<file path="config.mk">
export PLATFORM = sky130hd
export DESIGN_NAME = press_replayer_flat
export DESIGN_NICKNAME = d
export VERILOG_FILES = /design/src/rtl/press_replayer_if.sv /design/src/rtl/press_replayer.sv /design/src/flat_wrapper.sv
export SDC_FILE = /design/constraint.sdc
export NUM_CORES = 1
export LEC_CHECK = 0
export ABC_AREA = 1
export CORE_AREA = 3 3 40 42
export DETAILED_ROUTE_END_ITERATION = 10
export DIE_AREA = 0 0 43 45
export SETUP_SLACK_MARGIN = 0.5
export SYNTH_ARGS = -nofsm -noshare
export SYNTH_HDL_FRONTEND = slang
export SYNTH_SLANG_ARGS = --single-unit
</file>
<file path="constraint.sdc">
create_clock -name clk -period 1.25 [get_ports clk]
set_input_delay 0.3125 -clock clk [delete_from_list [all_inputs] [get_ports clk]]
set_output_delay 0.3125 -clock clk [all_outputs]
set_load 0.01 [all_outputs]
</file>
<file path="src/rtl/press_replayer_if.sv">
// rtl/press_replayer_if.sv - press request / replayed button bundle
// Purpose: groups the press request input and the replayed button status
//          outputs of press_replayer into one port.
// Signals:
//   pulse    master->slave  press request, one press per high clock
//   button   slave->master  replayed button level
//   busy     slave->master  high while a window or gap is in progress
//   dropped  slave->master  one-cycle strobe when a press is discarded
//   pending  slave->master  queued presses not yet replayed
interface press_replayer_if #(
  parameter int PEND_W = 2
) ();
  logic              pulse;
  logic              button;
  logic              busy;
  logic              dropped;
  logic [PEND_W-1:0] pending;

  modport master (
    output pulse,
    input  button,
    input  busy,
    input  dropped,
    input  pending
  );

  modport slave (
    input  pulse,
    output button,
    output busy,
    output dropped,
    output pending
  );
endinterface

</file>
<file path="src/rtl/press_replayer.sv">
// rtl/press_replayer.sv - replays press pulses as held button windows
// Purpose: each accepted press pulse becomes one high window of HOLD_CYCLES
//          clocks followed by at least GAP_CYCLES low clocks, so a downstream
//          edge detector sees exactly one rising edge per press.
// Optional feature macro: PRESS_QUEUE_EN (presses arriving while busy are
//          counted and replayed later; without it they are dropped).
// Ports:
//   clk    rising-edge clock
//   rst_n  synchronous active-low reset
//   bus    press_replayer_if slave: pulse in; button, busy, dropped, pending out
module press_replayer #(
  parameter int HOLD_CYCLES = 4,
  parameter int GAP_CYCLES  = 2,
  parameter int PEND_W      = 2
) (
  input  logic            clk,
  input  logic            rst_n,
  press_replayer_if.slave bus
);

  localparam int MAX_CNT = (HOLD_CYCLES > GAP_CYCLES) ? HOLD_CYCLES : GAP_CYCLES;
  localparam int CNT_W   = $clog2(MAX_CNT + 1);
  localparam logic [CNT_W-1:0] HOLD_LOAD = CNT_W'(HOLD_CYCLES - 1);
  localparam logic [CNT_W-1:0] GAP_LOAD  = CNT_W'(GAP_CYCLES - 1);
  localparam logic [CNT_W-1:0] CNT_ONE   = CNT_W'(1);

  typedef enum logic [1:0] {
    ST_IDLE = 2'd0,
    ST_HIGH = 2'd1,
    ST_GAP  = 2'd2
  } state_t;

  state_t           state_q, state_d;
  logic [CNT_W-1:0] cnt_q, cnt_d;
  logic             button_q, button_d;
  logic             busy_q, busy_d;
  logic             dropped_q, dropped_d;

  // A press that lands while a window is running and cannot start one now.
  logic             extra_press;
  logic             pend_nz;

`ifdef PRESS_QUEUE_EN
  localparam logic [PEND_W-1:0] PEND_MAX = {PEND_W{1'b1}};
  localparam logic [PEND_W-1:0] PEND_ONE = PEND_W'(1);

  logic [PEND_W-1:0] pending_q, pending_d;

  assign pend_nz = (pending_q != '0);
`else
  assign pend_nz = 1'b0;
`endif

  always_comb begin
    state_d     = state_q;
    cnt_d       = cnt_q;
    button_d    = button_q;
    dropped_d   = 1'b0;
    extra_press = 1'b0;
`ifdef PRESS_QUEUE_EN
    pending_d   = pending_q;
`endif

    case (state_q)
      ST_IDLE: begin
        if (bus.pulse) begin
          state_d  = ST_HIGH;
          cnt_d    = HOLD_LOAD;
          button_d = 1'b1;
        end
      end

      ST_HIGH: begin
        extra_press = bus.pulse;
        if (cnt_q != '0) begin
          cnt_d = cnt_q - CNT_ONE;
        end else begin
          state_d  = ST_GAP;
          cnt_d    = GAP_LOAD;
          button_d = 1'b0;
        end
      end

      ST_GAP: begin
        if (cnt_q != '0) begin
          cnt_d       = cnt_q - CNT_ONE;
          extra_press = bus.pulse;
        end else if (pend_nz || bus.pulse) begin
          // Last gap clock: a queued press or a fresh pulse starts the next
          // window immediately, keeping the period at HOLD+GAP.
          state_d  = ST_HIGH;
          cnt_d    = HOLD_LOAD;
          button_d = 1'b1;
`ifdef PRESS_QUEUE_EN
          // One queued press is consumed; a simultaneous pulse replaces it.
          if (pend_nz && !bus.pulse) begin
            pending_d = pending_q - PEND_ONE;
          end
`endif
        end else begin
          state_d = ST_IDLE;
        end
      end

      default: begin
        state_d  = ST_IDLE;
        cnt_d    = '0;
        button_d = 1'b0;
      end
    endcase

    if (extra_press) begin
`ifdef PRESS_QUEUE_EN
      if (pending_q == PEND_MAX) begin
        dropped_d = 1'b1;
      end else begin
        pending_d = pending_q + PEND_ONE;
      end
`else
      dropped_d = 1'b1;
`endif
    end

    // busy is registered alongside button so both change on the same edge.
    busy_d = (state_d != ST_IDLE);
  end

  always_ff @(posedge clk) begin
    if (!rst_n) begin
      state_q   <= ST_IDLE;
      cnt_q     <= '0;
      button_q  <= 1'b0;
      busy_q    <= 1'b0;
      dropped_q <= 1'b0;
    end else begin
      state_q   <= state_d;
      cnt_q     <= cnt_d;
      button_q  <= button_d;
      busy_q    <= busy_d;
      dropped_q <= dropped_d;
    end
  end

`ifdef PRESS_QUEUE_EN
  always_ff @(posedge clk) begin
    if (!rst_n) begin
      pending_q <= '0;
    end else begin
      pending_q <= pending_d;
    end
  end

  assign bus.pending = pending_q;
`else
  assign bus.pending = {PEND_W{1'b0}};
`endif

  assign bus.button  = button_q;
  assign bus.busy    = busy_q;
  assign bus.dropped = dropped_q;

endmodule
</file>
<file path="src/flat_wrapper.sv">
// flat-port wrapper written by rule: the top's interface ports become plain ports
module press_replayer_flat 
#(
  parameter int HOLD_CYCLES = 4,
  parameter int GAP_CYCLES  = 2,
  parameter int PEND_W      = 2
)
  (clk, rst_n, bus_pulse, bus_button, bus_busy, bus_dropped, bus_pending);
  press_replayer_if #(.PEND_W(PEND_W)) bus_i ();
  input  logic clk;
  input  logic rst_n;
  input wire logic [$bits(bus_i.pulse)-1:0] bus_pulse;
  output wire logic [$bits(bus_i.button)-1:0] bus_button;
  output wire logic [$bits(bus_i.busy)-1:0] bus_busy;
  output wire logic [$bits(bus_i.dropped)-1:0] bus_dropped;
  output wire logic [$bits(bus_i.pending)-1:0] bus_pending;
  assign bus_i.pulse = bus_pulse;
  assign bus_button = bus_i.button;
  assign bus_busy = bus_i.busy;
  assign bus_dropped = bus_i.dropped;
  assign bus_pending = bus_i.pending;
  press_replayer #(.HOLD_CYCLES(HOLD_CYCLES), .GAP_CYCLES(GAP_CYCLES), .PEND_W(PEND_W)) u_core (.clk(clk), .rst_n(rst_n), .bus(bus_i));
endmodule
</file>
After elaboration in Yosys (flattened, before gate mapping). Index checks and enable logic that the tools add are counted.

Register bits: 8. Latch bits: 0. Memory bits (writable): 0. ROM bits: 0. Output and inout bits: 5. Memories: 0.

Add/sub/neg operators: 1. Multipliers: 0. Div/mod/pow operators: 0. Order comparisons: 0. Equality and inequality tests: 4. Shift-type cells: 0. Muxes and demuxes: 16. Bitwise gates (word level): 0. Reductions and logical operators: 4.

Operators with widths (count): 3-bit 2-to-1 mux (3); 3-bit one-hot mux with 3 select lines (1); 1-bit 2-to-1 mux (6); 2-bit 2-to-1 mux (3); 2-bit one-hot mux with 3 select lines (1); 2-bit != test, second input constant (2); 1-bit one-hot mux with 3 select lines (1); 3-bit nonzero test (1); 3-bit by 1-bit subtractor with 3-bit output, second input constant (1); 2-bit by 1-bit == test with 1-bit output, second input constant (1); 2-bit == test, second input constant (1); 2-bit zero test (1); 1-bit one-hot mux with 2 select lines (1); 2-bit AND reduction (1); 2-bit nonzero test (1).

Logic depth before layout (Yosys ltp). Gate-level depths: netlist of run 1.

Depth after elaboration: 4. Depth in mapped cells: 10. Depth with buffers taken out: 10.

Worst setup path before layout of run 1. No wires, ideal clock.

Path kind: reg2reg. From: reg u_core.state_q[0]. To: reg u_core.busy_q (netlist: u_core.bus.busy). Library setup time: 0.114 ns. Arrival: 1.074 ns. Required time: 1.136 ns. Slack: 0.063 ns. Cell stages (with the launch flop): 11. Path buffers: 0. Period minus slack after synthesis: 1.187 ns. Cells stage by stage: dfxtp_1 > inv_1 > ha_1 > inv_2 > nand2_2 > nand2_2 > nand2_2 > nand2_1 > nand2_1 > nand2_1 > nand2_1.

Longest elaborated chain between the ends: 3. Elaborated cells between the ends (all ways): 8.

Ends and longest elaborated chain: start, declared (RTL line press_replayer.sv:33) `state_t state_q, state_d;`; start signal, assigned (RTL line press_replayer.sv:136) `state_q <= state_d;`; 2-bit == test (tied with other cells) (RTL line press_replayer.sv:64) `case (state_q)`; 2-bit one-hot mux with 3 select lines (*) (RTL line press_replayer.sv:64); 2-bit nonzero test (*) (RTL line press_replayer.sv:125) `busy_d = (state_d != ST_IDLE);`; end signal, assigned (RTL line press_replayer.sv:139) `busy_q <= busy_d;`; end, declared (RTL line press_replayer.sv:36) `logic busy_q, busy_d;`.

Every way passes the cells marked *; elsewhere a longest branch is shown, timed or not. A chain may end at the register's enable or synchronous reset.

Worst setup path after layout of run 1.
From: reg u_core.state_q[1]. To: reg u_core.busy_q (netlist: u_core.bus.busy).

The elaborated chain is that of the path after synthesis.

==> results.ini, run 1 <==
[grt]
grt_pass1_wl_mm = 1.87
grt.met1_usage_pct = 15.0
grt.busiest_layer = met2
met2_usage_pct = 22.5
antenna_found_initial = 0
grt-ovfl-total = 0
grt_pass1_vias = 454
met3_usage_pct = 5.98
grt_max_degree = 6
grt_usage_pct = 13.2

[cts]
clkTransAtPathRegs_ns = 0.06
insertion_delay_ns = 0.25
cts_buffers = 3
root_buffer = clkbuf_4
cts_max_level = 1
cts_sinks = 8
cts_tree = yes
clk_path_buf_depth = 2

[timing]
finalSetupViolations = 0
grt_setup_unrepaired = true
max_freq_ghz = 0.874
skew_ns = 0.00284
fin_tns_setup_ns = 0
fin_crit_sh_pct = 91.5
fin_crit_ns = 1.14
slew_violations = 0
hold_viol = 0
hold-worst-slack_ns = 0.449

[setup_path]
startpoint_type = register
critical_path_class = register to register
end_kind = register
path_max_fanout = 4
critPathRequiredTime_ns = 1.39
arrival_ns = 1.29

[floorplanning]
rows = 13
initial_core_util_pct = 41.1
boundaryPins = 8
die-area_mm2 = 0.00194
fp.dieW_um = 43
die_h_um = 45
core_mm2 = 0.00128

[place]
gp_congestion = 0.773
dpl_cell_area_um2 = 661
io_buffers = 5
dpl.hpwl_um = 833

[pwr]
cellInternalPower_mw = 0.559
leakagePower_nw = 0.366
power_density_mw_per_mm2 = 1130
seq_power_share_pct = 37.4
ir_worst_vdd_mv = 0.636
p_comb_share_pct = 38.0
p_switching_mw = 0.283
clkPwrFrac_pct = 24.6
swShare_pct = 33.6

[finish]
stdcell_area_um2 = 742
n_antenna_cell = 0
num-fill-cells = 137
nNetsFinal = 101
drive_above_1_share_pct = 48.9
final_cell_mix = nand2_1 (15), inv_2 (7), buf_4 (7)
syn_to_final_growth_pct = 40.5
final_common_cell = nand2_1

[detailed_routing]
final_antenna_net_count = 0
drc = 0
firstDrtPassIters = 4
vias = 467
wire_per_inst_um = 10.1
vias_per_cell = 4.45
route.final.wire_length_mm = 1.06
first_iter_violations = 7

[synthesis]
ys_ff_latch = 8
avgSynthCellArea_um2 = 7.04
synth_top_area_cell = dfxtp_1
netlist_top_cells_area = dfxtp_1 (30%), ha_1 (17%), nand2_1 (11%), inv_1 (8.5%), nor2_1 (5.7%)
synth_cells = 75
synth.distinct_cells = 16
yosysWarnings = 0
yosysSeqAreaShare_pct = 30.3
syn_area_um2 = 528
yosys.area.top_type_share_pct = 30.3

[job]
maxCapViolCount = 0

[min_path]
hold_path_class = input pin to register

[outcome]
status = completed

[final cells by class]
class	instances	area [um2]	area share, %
multi-input combinational	52	372	50.1
sequential	8	171	23.1
timing repair buffer	12	96.3	13.0
inverter	14	57.6	7.76
clock buffer	4	26.3	3.54
tap	15	18.8	2.53
[synthesized netlist by cell type, drive strengths merged]
library cell	instances
dfxtp	8
o21ai	2
ha	7
nand2	21
buf	2
nand3b	1
nand3	4
a21oi	6
conb	1
nor2	9
inv	14
[flip-flops by register name (all words and copies together) (netlist names)]
name,cells
u_core.bus.busy,1
u_core.bus.button,1
u_core.bus.dropped,1
u_core.cnt_q,3
u_core.state_q,2
[through the flow]
| step | worst slack [ns] | std cells | utilization, % | total power, mW |
|---|---|---|---|---|
| after floorplan | 0.180 | 76 | - | 0.527 |
| after global routing | 0.0183 | 105 | 57.7 | 0.918 |
| after CTS | 0.0836 | 103 | 55.6 | 0.839 |
| final | 0.106 | 105 | 57.7 | 0.842 |
| after global placement | -0.0617 | 96 | 51.4 | 0.605 |
| after detailed placement | -0.0740 | 96 | 51.4 | 0.602 |
[layer usage]
| layer | wire [um] | part of all wire, % |
|---|---|---|
| met5 | 0 | 0 |
| met3 | 56 | 5.3 |
| met2 | 526 | 50 |
| met1 | 473 | 45 |
| met4 | 0 | 0 |
[path summary, 6_finish.rpt]
kind / startpoint / to / slack (ns) / cells after the start
worst max-delay path: u_core.state_q[1] / u_core.bus.busy / 0.11 / 10
worst min-delay path: rst_n / u_core.cnt_q[0] / 0.45 / 5
worst max register to register: u_core.state_q[1] / u_core.bus.busy / 0.11 / 10
worst min register to register: u_core.bus.button / u_core.bus.button / 0.48 / 2
[power groups by stage]
stage / clock network, mW / registers (mW) / logic, mW
2_1_floorplan: 0 / 0.322 / 0.205
3_3_place_gp: 0 / 0.322 / 0.282
3_5_place_dp: 0 / 0.322 / 0.279
4_1_cts: 0.220 / 0.314 / 0.306
5_1_grt: 0.240 / 0.319 / 0.359
6_report: 0.207 / 0.315 / 0.320
[what timing repair did]
| action | CTS | global route |
|---|---|---|
| pin swaps | 6 | 3 |
| gates resized for setup | 15 | 9 |
| setup endpoints to repair | 11 | 11 |
| buffers inserted | 3 | 2 |
| hold buffers | 0 | 0 |
[critical path: stages, from the launching register on]
cell and delay (ns):
dfxtp_4 0.38, inv_4 0.05, ha_4 0.17, inv_2 0.05, nand2_2 0.05, nand2_2 0.07, nand2_2 0.05, nand2_1 0.05
nand2_1 0.06, nand2_2 0.07, nand2_1 0.05
[cell families (layout without fill, tap and decap cells)]
group | count (synthesis) | count (layout) | share of synthesized area, %
buffers and inverters | 16 | 30 | 12.8
adder cells (fa/ha/maj) | 7 | 7 | 16.6
AO/OA/AOI/OAI | 8 | 8 | 8.29
other | 1 | 2 | 0.710
AND/OR/NAND/NOR | 35 | 35 | 31.3
flip-flops | 8 | 8 | 30.3
No activity file was read; power rests on OpenSTA's default activity.
==> inputs of run 2 (changes only) <==
--- a/config.mk
+++ b/config.mk
@@ -6,9 +6,9 @@
 export NUM_CORES = 1
 export LEC_CHECK = 0
 export ABC_AREA = 1
-export CORE_AREA = 3 3 40 42
+export CORE_MARGIN = 3
+export CORE_UTILIZATION = 40
 export DETAILED_ROUTE_END_ITERATION = 10
-export DIE_AREA = 0 0 43 45
 export SETUP_SLACK_MARGIN = 0.5
 export SYNTH_ARGS = -nofsm -noshare
 export SYNTH_HDL_FRONTEND = slang
==> run 2 against run 1 <==
Effect of this change:
- first-iteration DRC count is the same
- clock power grew 12%
- die area shrank 7.4%
- register-to-register slack lost 0.04 ns
- via count grew 0.21%
- combinational power grew 8.1%
- critical path depth shrank 3
- largest cell class unchanged
- highest routed layer is now met4
==> results.ini, run 2 (synthesis results as in run 1) <==
[outcome]
status = completed  ; unchanged

[pwr]
power_density_mw_per_mm2 = 1170  ; was 1130 mW/mm2
ir_worst_vdd_mv = 0.802  ; was 0.636 mV
leakagePower_nw = 0.358  ; was 0.366 nW

[timing]
max_freq_ghz = 0.848  ; was 0.874 GHz
slew_violations = 0  ; unchanged
fin_tns_setup_ns = 0  ; unchanged
finalSetupViolations = 0  ; unchanged
fin_crit_ns = 1.18  ; was 1.14 ns
hold_viol = 0  ; unchanged
skew_ns = 0.0129  ; was 0.00284 ns
grt_setup_unrepaired = true  ; unchanged
fin_crit_sh_pct = 94.3  ; was 91.5%

[cts]
cts_tree = yes  ; unchanged
cts_max_level = 1  ; unchanged
root_buffer = clkbuf_4  ; unchanged
cts_hold_buffers = 0  ; unchanged
cts_sinks = 8  ; unchanged
clk_path_buf_depth = 2  ; unchanged
clkTransAtPathRegs_ns = 0.07  ; was 0.06 ns
cts_buffers = 3  ; unchanged
insertion_delay_ns = 0.27  ; was 0.25 ns

[detailed_routing]
firstDrtPassIters = 4  ; unchanged
drc = 0  ; unchanged
vias_per_cell = 4.54  ; was 4.45
vias = 468  ; was 467
final_antenna_net_count = 0  ; unchanged
first_iter_violations = 7  ; unchanged
wire_per_inst_um = 11.0  ; was 10.1 um
route.final.wire_length_mm = 1.13  ; was 1.06 mm

[setup_path]
critPathSlowestCell = dfxtp_4  ; unchanged
end_kind = register  ; unchanged
critPathRequiredTime_ns = 1.40  ; was 1.39 ns
critical_path_class = register to register  ; unchanged
cpMostUsedCell = nand2_2  ; unchanged
startpoint_type = register  ; unchanged
arrival_ns = 1.33  ; was 1.29 ns
path_max_fanout = 5  ; was 4
cp_slowest_stage_delay_ns = 0.36  ; was 0.38 ns
path_cells = inv_4 > ha_4 > nand2_4 > a21oi_4 > nand2_2 > nand2_2 > nand2_1  ; was inv_4 > ha_4 > inv_2 > nand2_2 > nand2_2 > nand2_2 > nand2_1 > nand2_1 > nand2_2 > nand2_1

[finish]
largest_reg_flops = 3  ; unchanged
final_common_cell = nand2_1  ; unchanged
final_cell_mix = nand2_1 (13), nor2_1 (7), nand2_2 (7)  ; was nand2_1 (15), inv_2 (7), buf_4 (7)
seq_area_um2 = 175  ; was 171 um2
reg_top3 = u_core.cnt_q (3), u_core.state_q (2)  ; unchanged
top_register = u_core.cnt_q  ; unchanged
drive_above_1_share_pct = 52.8  ; was 48.9%
num-fill-cells = 99  ; was 137
stdcell_area_um2 = 768  ; was 742 um2
syn_to_final_growth_pct = 45.5  ; was 40.5%
n_antenna_cell = 0  ; unchanged
nNetsFinal = 100  ; was 101
multiInputGateArea_um2 = 388  ; was 372 um2

[floorplanning]
initial_core_util_pct = 45.1  ; was 41.1%
core_mm2 = 0.00117  ; was 0.00128 mm2
fp.dieW_um = 42.3  ; was 43 um
die-area_mm2 = 0.00179  ; was 0.00194 mm2
boundaryPins = 8  ; unchanged
rows = 12  ; was 13
die_h_um = 42.3  ; was 45 um

[place]
dpl_cell_area_um2 = 659  ; was 661 um2
dpl.hpwl_um = 830  ; was 833 um
gp_congestion = 0.880  ; was 0.773
io_buffers = 5  ; unchanged

[grt]
grt-ovfl-total = 0  ; unchanged
grt_usage_pct = 13.6  ; was 13.2%
grt_max_degree = 6  ; unchanged
grt_pass1_vias = 428  ; was 454
grt_pass1_wl_mm = 1.84  ; was 1.87 mm
antenna_found_initial = 0  ; unchanged

[job]
maxCapViolCount = 0  ; unchanged

[min_path]
hold_path_class = register to register  ; was input pin to register

## run 2: cell type report
| class | instances | share of cell area [%] |
|---|---|---|
| multi-input cells | 52 | 50.5 |
| flip-flops and latches | 8 | 22.8 |
| repair buffers | 11 | 12.9 |
| inverters | 14 | 8.14 |
| clock buffers | 4 | 3.42 |
| well taps | 14 | 2.28 |
## run 2: stage by stage
stage	worst slack [ns]	hold WS, ns	instances	util [%]	power (mW)
5_1_grt	0.00724	0.519	103	65.6	0.952
2_1_floorplan	0.180	0.444	76	-	0.527
3_5_place_dp	-0.0943	0.488	95	56.3	0.604
6_report	0.0707	0.504	103	65.6	0.896
4_1_cts	0.0832	0.499	102	61.2	0.852
3_3_place_gp	-0.0743	0.477	95	56.3	0.605
## run 2: path summary, 6_finish.rpt
check                                    endpoint  cells past startpoint               from  slack (ns)
worst max-delay path              u_core.bus.busy                      7    u_core.cnt_q[0]        0.07
worst max register to register    u_core.bus.busy                      7    u_core.cnt_q[0]        0.07
worst min-delay path            u_core.bus.button                      2  u_core.bus.button        0.50
worst min register to register  u_core.bus.button                      2  u_core.bus.button        0.50
## run 2: critical path, delay by kind of cell (launching register included)
| kind | cells | cell delay, ns |
|---|---|---|
| buffers and inverters | 1 | 0.07 |
| AOI/OAI and AO/OA | 1 | 0.19 |
| adders and majority gates | 1 | 0.15 |
| and+or+nand+nor | 4 | 0.29 |
| DFF | 1 | 0.36 |
## run 2: metal layers
| metal | vias to the layer above | share of wire (%) | GRT usage (%) |
|---|---|---|---|
| met4 | 0 | 0.71 | 3.73 |
| met5 | - | 0 | 0 |
| met2 | 8 | 44 | 19.1 |
| met3 | 2 | 5.2 | 6.87 |
| met1 | 205 | 50 | 18.0 |
| li1 | 253 | - | - |
## run 2: timing repair
action                     4_1_cts  5_1_grt
setup endpoints to repair       11       11
pin swaps                        7        8
setup buffers                    3        1
gates resized for setup         19       17
## run 2: power breakdown
group	leakage (nW)	internal (mW)	switching, mW
clock	0.0150	0.123	0.108
combinational	0.274	0.159	0.186
sequential	0.0689	0.288	0.0317
total	0.358	0.570	0.326
